## config.mk

```make
export PLATFORM = sky130hd
export DESIGN_NAME = keycode_decoder
export DESIGN_NICKNAME = d
export VERILOG_FILES = /design/src/rtl/keycode_decoder.sv
export SDC_FILE = /design/constraint.sdc
export NUM_CORES = 1
export LEC_CHECK = 0
export ABC_AREA = 1
export CAP_MARGIN = 25
export CORE_ASPECT_RATIO = 2
export CORE_MARGIN = 4
export CORE_UTILIZATION = 50
export CTS_CLUSTER_DIAMETER = 30
export DETAILED_ROUTE_END_ITERATION = 16
export GPL_TIMING_DRIVEN = 0
export PLACE_DENSITY_LB_ADDON = 0.2
export SLEW_MARGIN = 20
export SYNTH_ARGS = -nofsm -noshare
export SYNTH_HDL_FRONTEND = slang
export SYNTH_SLANG_ARGS = --single-unit
```

## constraint.sdc

```tcl
create_clock -name Clk -period 2 [get_ports Clk]
set_clock_uncertainty 0.15 [all_clocks]
set_input_delay 0.3 -clock Clk [delete_from_list [all_inputs] [get_ports Clk]]
set_output_delay 0.3 -clock Clk [all_outputs]
set_load 0.05 [all_outputs]
```

## src/rtl/keycode_decoder.sv

```systemverilog
// keycode_decoder: registers and debounces the raw USB HID keycode, decodes it
// into eight game actions (held / one-cycle press / per-frame press) and
// derives a frame tick from the rising edge of VGA vsync.
module keycode_decoder #(
    parameter int unsigned STABLE_CYCLES = 50000
) (
    input  logic       Clk,
    input  logic       Reset,
    input  logic [7:0] keycode,
    input  logic       vs,
    output logic [7:0] action_held,
    output logic [7:0] action_press,
    output logic [7:0] frame_press,
    output logic       frame_tick,
    output logic [7:0] accepted_code
);

    localparam int unsigned CODE_W = 8;
    localparam int unsigned CNT_W  = 16;
    localparam logic [CNT_W-1:0] STABLE_N = CNT_W'(STABLE_CYCLES);
    // With a one-edge requirement a freshly seen code is accepted immediately.
    localparam bit ACCEPT_FIRST = (STABLE_CYCLES <= 32'd1);

    typedef enum logic [1:0] {
        IDLE = 2'd0,
        CAND = 2'd1,
        HELD = 2'd2
    } state_t;

    state_t              state_q;
    state_t              state_d;
    logic [CODE_W-1:0]   code_q;
    logic [CODE_W-1:0]   cand_q;
    logic [CNT_W-1:0]    cnt_q;
    logic                vs1_q;
    logic                vs2_q;
    logic                vs3_q;
    logic [CODE_W-1:0]   sticky_q;

    logic load_c;
    logic accept_c;
    logic inc_c;
    logic release_c;

    // Keycode to action bit map; unmapped codes give no action.
    function automatic logic [CODE_W-1:0] action_map(input logic [CODE_W-1:0] code);
        logic [CODE_W-1:0] a;
        a = '0;
        case (code)
            8'h04:   a[0] = 1'b1;
            8'h07:   a[1] = 1'b1;
            8'h1A:   a[2] = 1'b1;
            8'h50:   a[3] = 1'b1;
            8'h4F:   a[4] = 1'b1;
            8'h52:   a[5] = 1'b1;
            8'h28:   a[6] = 1'b1;
            8'h2C:   a[7] = 1'b1;
            default: a = '0;
        endcase
        return a;
    endfunction

    // Debounce decisions: load a new candidate, count, accept or release.
    always_comb begin
        state_d   = state_q;
        load_c    = 1'b0;
        accept_c  = 1'b0;
        inc_c     = 1'b0;
        release_c = 1'b0;
        case (state_q)
            IDLE: begin
                if (code_q != '0) begin
                    load_c = 1'b1;
                end
            end
            CAND: begin
                if (code_q == '0) begin
                    state_d = IDLE;
                end else if (code_q != cand_q) begin
                    load_c = 1'b1;
                end else if (cnt_q + CNT_W'(1) == STABLE_N) begin
                    accept_c = 1'b1;
                end else begin
                    inc_c = 1'b1;
                end
            end
            HELD: begin
                if (code_q != cand_q) begin
                    release_c = 1'b1;
                    if (code_q == '0) begin
                        state_d = IDLE;
                    end else begin
                        load_c = 1'b1;
                    end
                end
            end
            default: state_d = IDLE;
        endcase
        if (load_c) begin
            if (ACCEPT_FIRST) begin
                accept_c = 1'b1;
            end else begin
                state_d = CAND;
            end
        end
        if (accept_c) begin
            state_d = HELD;
        end
    end

    // Input register, debounce state and action outputs.
    always_ff @(posedge Clk or negedge Reset) begin
        if (!Reset) begin
            state_q       <= IDLE;
            code_q        <= '0;
            cand_q        <= '0;
            cnt_q         <= '0;
            action_held   <= '0;
            action_press  <= '0;
            accepted_code <= '0;
        end else begin
            state_q      <= state_d;
            code_q       <= keycode;
            action_press <= '0;
            if (load_c) begin
                cand_q <= code_q;
                cnt_q  <= CNT_W'(1);
            end else if (inc_c) begin
                cnt_q <= cnt_q + CNT_W'(1);
            end
            if (release_c) begin
                action_held <= '0;
            end
            if (accept_c) begin
                cand_q        <= code_q;
                accepted_code <= code_q;
                action_held   <= action_map(code_q);
                action_press  <= action_map(code_q);
            end
        end
    end

    // Vsync synchroniser, rising-edge tick and per-frame press accumulator.
    always_ff @(posedge Clk or negedge Reset) begin
        if (!Reset) begin
            vs1_q       <= 1'b0;
            vs2_q       <= 1'b0;
            vs3_q       <= 1'b0;
            frame_tick  <= 1'b0;
            sticky_q    <= '0;
            frame_press <= '0;
        end else begin
            vs1_q      <= vs;
            vs2_q      <= vs1_q;
            vs3_q      <= vs2_q;
            frame_tick <= vs2_q & ~vs3_q;
            if (frame_tick) begin
                frame_press <= sticky_q | action_press;
                sticky_q    <= '0;
            end else begin
                sticky_q <= sticky_q | action_press;
            end
        end
    end

endmodule

```

# Word level (Yosys, flattened, before mapping)
# Cells that the tools add are included.
[classes]
addsub = 1
eq_ne = 14
n_mux = 36
bitwise = 3
reduce_logical = 7
[ops]
columns = ["operator", "n"]
rows = [
  ["$mux 8", 6],
  ["$mux 16", 2],
  ["$eq 8x7->1 const B", 3],
  ["$mux 1", 22],
  ["$add 16x1->16 const B", 1],
  ["$eq 16x16->1 const B", 1],
  ["$eq 8x3->1 const B", 2],
  ["$eq 8x6->1 const B", 2],
  ["$eq 8x5->1 const B", 1],
  ["$logic_not 8->1", 1],
  ["$mux 2", 4],
  ["$ne 8x8->1", 1],
  ["$or 8x8->8", 1],
  ["$reduce_bool 8->1", 1],
  ["$pmux 2 s3", 1],
  ["$reduce_bool 2->1", 3],
  ["$ne 4x4->1 const B", 1],
  ["$ne 3x3->1 const B", 1],
  ["$pmux 1 s3", 1],
  ["$eq 2x1->1 const B", 1],
  ["$eq 2x2->1 const B", 1],
  ["$logic_not 2->1", 1],
  ["$reduce_and 2->1", 1],
  ["$and 1x1->1", 1],
  ["$not 1->1", 1],
]
[totals]
register_bits = 78
in_bits = 11
out_inout_bits = 33
word_cells = 74

# Longest topological paths before layout
[depth]
depth_word = 8
depth_mapped = 15
depth_no_buf = 14

# Worst setup path after synthesis
# Ideal clock, no wire load.
[synth_timing]
kind = "register to register"
startpoint = "reg cnt_q[0]"
endpoint = "reg accepted_code[0]"
setup_ps = 118
t_arrival_ps = 1819
required_time_ps = 1732
slack_ps = -87
stages_incl_launch_ff = 15
n_path_buf = 2
synth_period_minus_slack_ps = 2087
path_cell_list = "dfrtp_1 ha_1 nand3_2 nor2_4 nand2_1 nand2_2 nand2_1 nor2_1 nand2_1 nor2_2 nand3_2 buf_6 buf_6 nand2_1 nand2_1"
[synth_between]
elab_chain_cells = 6
[synth_rtl]
columns = ["item", "line_no", "rtl"]
rows = [
  ["start, declared", "34", "logic [CNT_W-1:0] cnt_q;"],
  ["start signal, assigned", "129", "cnt_q <= cnt_q + CNT_W'(1);"],
  ["$add 16x1->16", "81", "end else if (cnt_q + CNT_W'(1) == STABLE_N) begin"],
  ["$eq 16x16->1", "81", ""],
  ["$mux 1", "81", ""],
  ["$mux 1", "79", "end else if (code_q != cand_q) begin"],
  ["$mux 1", "77", "if (code_q == '0) begin"],
  ["$mux 1", "70", "case (state_q)"],
  ["end signal, assigned", "136", "accepted_code <= code_q;"],
  ["end, declared", "15", "output logic [7:0] accepted_code"],
]
# No other way between the ends.
# A chain may end at the register's enable or synchronous reset.

# Worst setup path after layout
[layout_timing]
startpoint = "reg cnt_q[0]"
endpoint = "reg cnt_q[13]"
[layout_between]
elab_chain_cells = 7
word_cells_on_any_way = 9
cone_classes = "1 x add/sub; 1 x eq/ne; 6 x mux; 1 x reduce/logical"
[layout_rtl]
columns = ["item", "line_no"]
rows = [
  ["$add 16x1->16 *", "81, 129"],
  ["$eq 16x16->1", "81"],
  ["$mux 1", "81"],
  ["$mux 1", "79"],
  ["$mux 1", "77"],
  ["$mux 1", "70"],
  ["$reduce_bool 2->1 (no line)", "--"],
]
# Mark *: on every way between the ends. The rest lies on a longest branch, timed or not. The select of a mux whose other input is x is not followed.

==> flow_summary.json <==
{
  "core_mm2": 0.00732,
  "end_kind": "register",
  "overflow": 0,
  "synth.area.mux_share": 0,
  "p_leak_nw": 2.81,
  "critPathTopFamily": "simple AND/OR/NAND/NOR gates",
  "setup_viol": 50,
  "final_area_mm2": 0.00520,
  "initial_core_util": 0.519,
  "dieArea_mm2": 0.00914,
  "crit_slowest_cell": "dfrtp_2",
  "synth_nets": 479,
  "place_hpwl_um": 6890,
  "synth_xor_area_frac": 0.0277,
  "hold_viol": 0,
  "h-tree-depth": 3,
  "fin_crit_sh": 1.11,
  "synth_warnings": 0,
  "synthAdderAreaFrac": 0.0165,
  "cellPowerDensity_mw_per_mm2": 667,
  "syn_avg_cell_area_um2": 8.20,
  "path_cells": "ha_4, nand3_4, nor2_4, buf_4, nand3b_1, nand2_2, nor2_2, nand2_1, nor2_2, buf_4, nand2_4, nand2_8, clkbuf_16, nand3_1, nand2_1",
  "cts_inserted_buffers": 9,
  "dpl_cell_area_mm2": 0.00439,
  "globalplace.congestion": 0.878,
  "critPathMaxStageDelay_ns": 0.42,
  "routed_via_density": 5.40,
  "failed_checks": "setup timing",
  "die_h_um": 131,
  "grt_pass1_wl_um": 16700,
  "ys_ff_latch": 78,
  "worstSetupPathType": "register to register",
  "wl_per_cell_um": 16.0,
  "num_io_pins": 44,
  "post-route-min-period_ns": 2.23,
  "syn_to_final_growth_pct": 36.8,
  "diodes": 0,
  "fin_tns_setup_ns": -9.34,
  "peakVddDrop_mv": 0.697,
  "maxSlewHeadroom": 0.611,
  "min_path_type": "register to register",
  "syn-cell-area_mm2": 0.00380,
  "required_ns": 2.08,
  "crit_path_start_kind": "register",
  "maxSlewViolCount": 0,
  "setup_slack_ns": -0.230,
  "yosys.area_share.simple": 0.346,
  "status": "complete, but fails checks",
  "grt_usage": 0.232,
  "antenna_found_initial": 0,
  "fmax_ghz": 0.448,
  "dp.cells": 599,
  "layout-drive-gt1-share": 0.200,
  "synth-seq-area-share": 0.514,
  "reg2reg_slack_ns": -0.23,
  "routed_wl_um": 10200,
  "tightestPinTransition_ns": 0.579,
  "synth-compound-area-share": 0.0237,
  "fin_nets": 557,
  "tritoncts": "done",
  "post-place-ws_ns": -0.401,
  "synth_top_family_by_area": "simple AND/OR/NAND/NOR gates",
  "ant_nets": 0,
  "drc": 0,
  "rsz0062_at_grt": "yes",
  "synthCells": 463,
  "rows": 44,
  "grt_pass1_vias": 3479,
  "utilization": 0.710,
  "drv_cap": 0,
  "die_x_um": 69.6,
  "clock-sinks": 78,
  "port_buffers": 43,
  "clk_path_buf_depth": 2,
  "clkLatencyLatePin_ns": 0.35,
  "first_iter_violations": 289,
  "path_buf_inv": 3,
  "synth_cell_types": 25,
  "dr.pass1.iters": 5,
  "stdcell_count": 638,
  "vias": 3444,
  "crit_fanout": 6,
  "grt_max_degree": 47,
  "cts_root_buf": "clkbuf_16",
  "arrival_ns": 2.31,
  "clk_pin_slew_ns": 0.06
}
## sequential cells by signal, indices dropped and copies added (netlist names)
signal and cells:
frame_tick 1, action_held 8, vs3_q 1, sticky_q 8
code_q 8, vs1_q 1, state_q 2, cnt_q 16
vs2_q 1, accepted_code 8, action_press 8, frame_press 8
cand_q 8
## synthesized netlist by cell type (all sizes together)
cell type	number	area, um2
xnor2	9	78.8
nand3	51	265
nand4	27	169
nor3	15	110
nor2	60	240
dfrtp	78	1950
nand3b	3	22.5
clkinv	1	3.75
buf	11	76.3
a21oi	9	45.0
clkbuf	4	15.0
xor2	3	26.3
nand2	130	505
o21ai	9	45.0
inv	48	180
ha	5	62.6
## metal layers
layer  wire, um  share of wire  GRT usage
met1       3640           0.36      0.238
met2       5610           0.55      0.419
met3        364          0.036     0.0482
met4        586          0.057      0.148
met5          0              0          0
## repair_timing
action,in CTS,in global routing
hold buffers,1,0
cloned,4,1
hold endpoints to repair,32,0
gates resized for setup,59,38
endpoints found under the setup margin,52,65
pin swaps,12,24
setup buffers,13,4
## report_power, final
group,internal [mW],switching [mW]
Combinational,0.0910,0.171
Clock,0.854,0.690
Sequential,1.62,0.0383
Total,2.56,0.900
## cell type report
type | count | area [um2]
tap | 92 | 115
inverter | 49 | 186
sequential | 78 | 1960
clock inverter | 7 | 57.6
clock buffer | 9 | 225
buffer | 15 | 134
multi-input combinational | 322 | 1780
timing repair buffer | 66 | 744
fill | 552 | 2130
## worst register-to-register path, delay by kind of cell (launching register included)
kind,cells,cell delay [ns]
and+or+nand+nor,11,0.97
adders and majority gates,1,0.16
buffers and inverters,3,0.43
DFF,1,0.42
## path summary, 6_finish.rpt
kind	from	end	cells past startpoint
max reg2reg	cnt_q[0]$_DFFE_PN0P_	cnt_q[13]$_DFFE_PN0P_	15
max in group asynchronous	Reset	cnt_q[4]$_DFFE_PN0P_	3
max	cnt_q[0]$_DFFE_PN0P_	cnt_q[13]$_DFFE_PN0P_	15
min reg2reg	vs1_q$_DFF_PN0_	vs2_q$_DFF_PN0_	0
min in group asynchronous	Reset	cnt_q[11]$_DFFE_PN0P_	2
min	vs1_q$_DFF_PN0_	vs2_q$_DFF_PN0_	0
## cell usage in the layout, fill, tap and decap left out, drive strengths merged
| master | synthesis | layout |
|---|---|---|
| nand2 | 130 | 130 |
| dfrtp | 78 | 78 |
| nor2 | 60 | 61 |
| nand3 | 51 | 51 |
| inv | 48 | 50 |
| buf | 11 | 33 |
| nand4 | 27 | 27 |
| clkdlybuf4s50 | 0 | 24 |
| dlymetal6s2s | 0 | 16 |
| nor3 | 15 | 15 |
| clkbuf | 4 | 14 |
| xnor2 | 9 | 9 |
| a21oi | 9 | 9 |
| o21ai | 9 | 9 |
| ha | 5 | 5 |
| clkinv | 1 | 4 |
| nand3b | 3 | 3 |
| xor2 | 3 | 3 |
| clkinvlp | 0 | 2 |
| dlygate4sd2 | 0 | 2 |
| dlygate4sd3 | 0 | 1 |
## cells by family after synthesis
family / after synthesis
AND/OR/NAND/NOR: 286
flip-flops: 78
buffers and inverters: 64
AO/OA/AOI/OAI: 18
XOR/XNOR: 12
adder cells (fa/ha/maj): 5
## stage by stage
step | hold slack [ns] | total power [mW]
after floorplan | -0.146 | 1.82
after global placement | 0.195 | 1.93
after detailed placement | 0.127 | 1.94
after CTS | 0.206 | 3.48
after global routing | 0.208 | 3.59
final | 0.202 | 3.46
(Power assumes the default switching activity.)
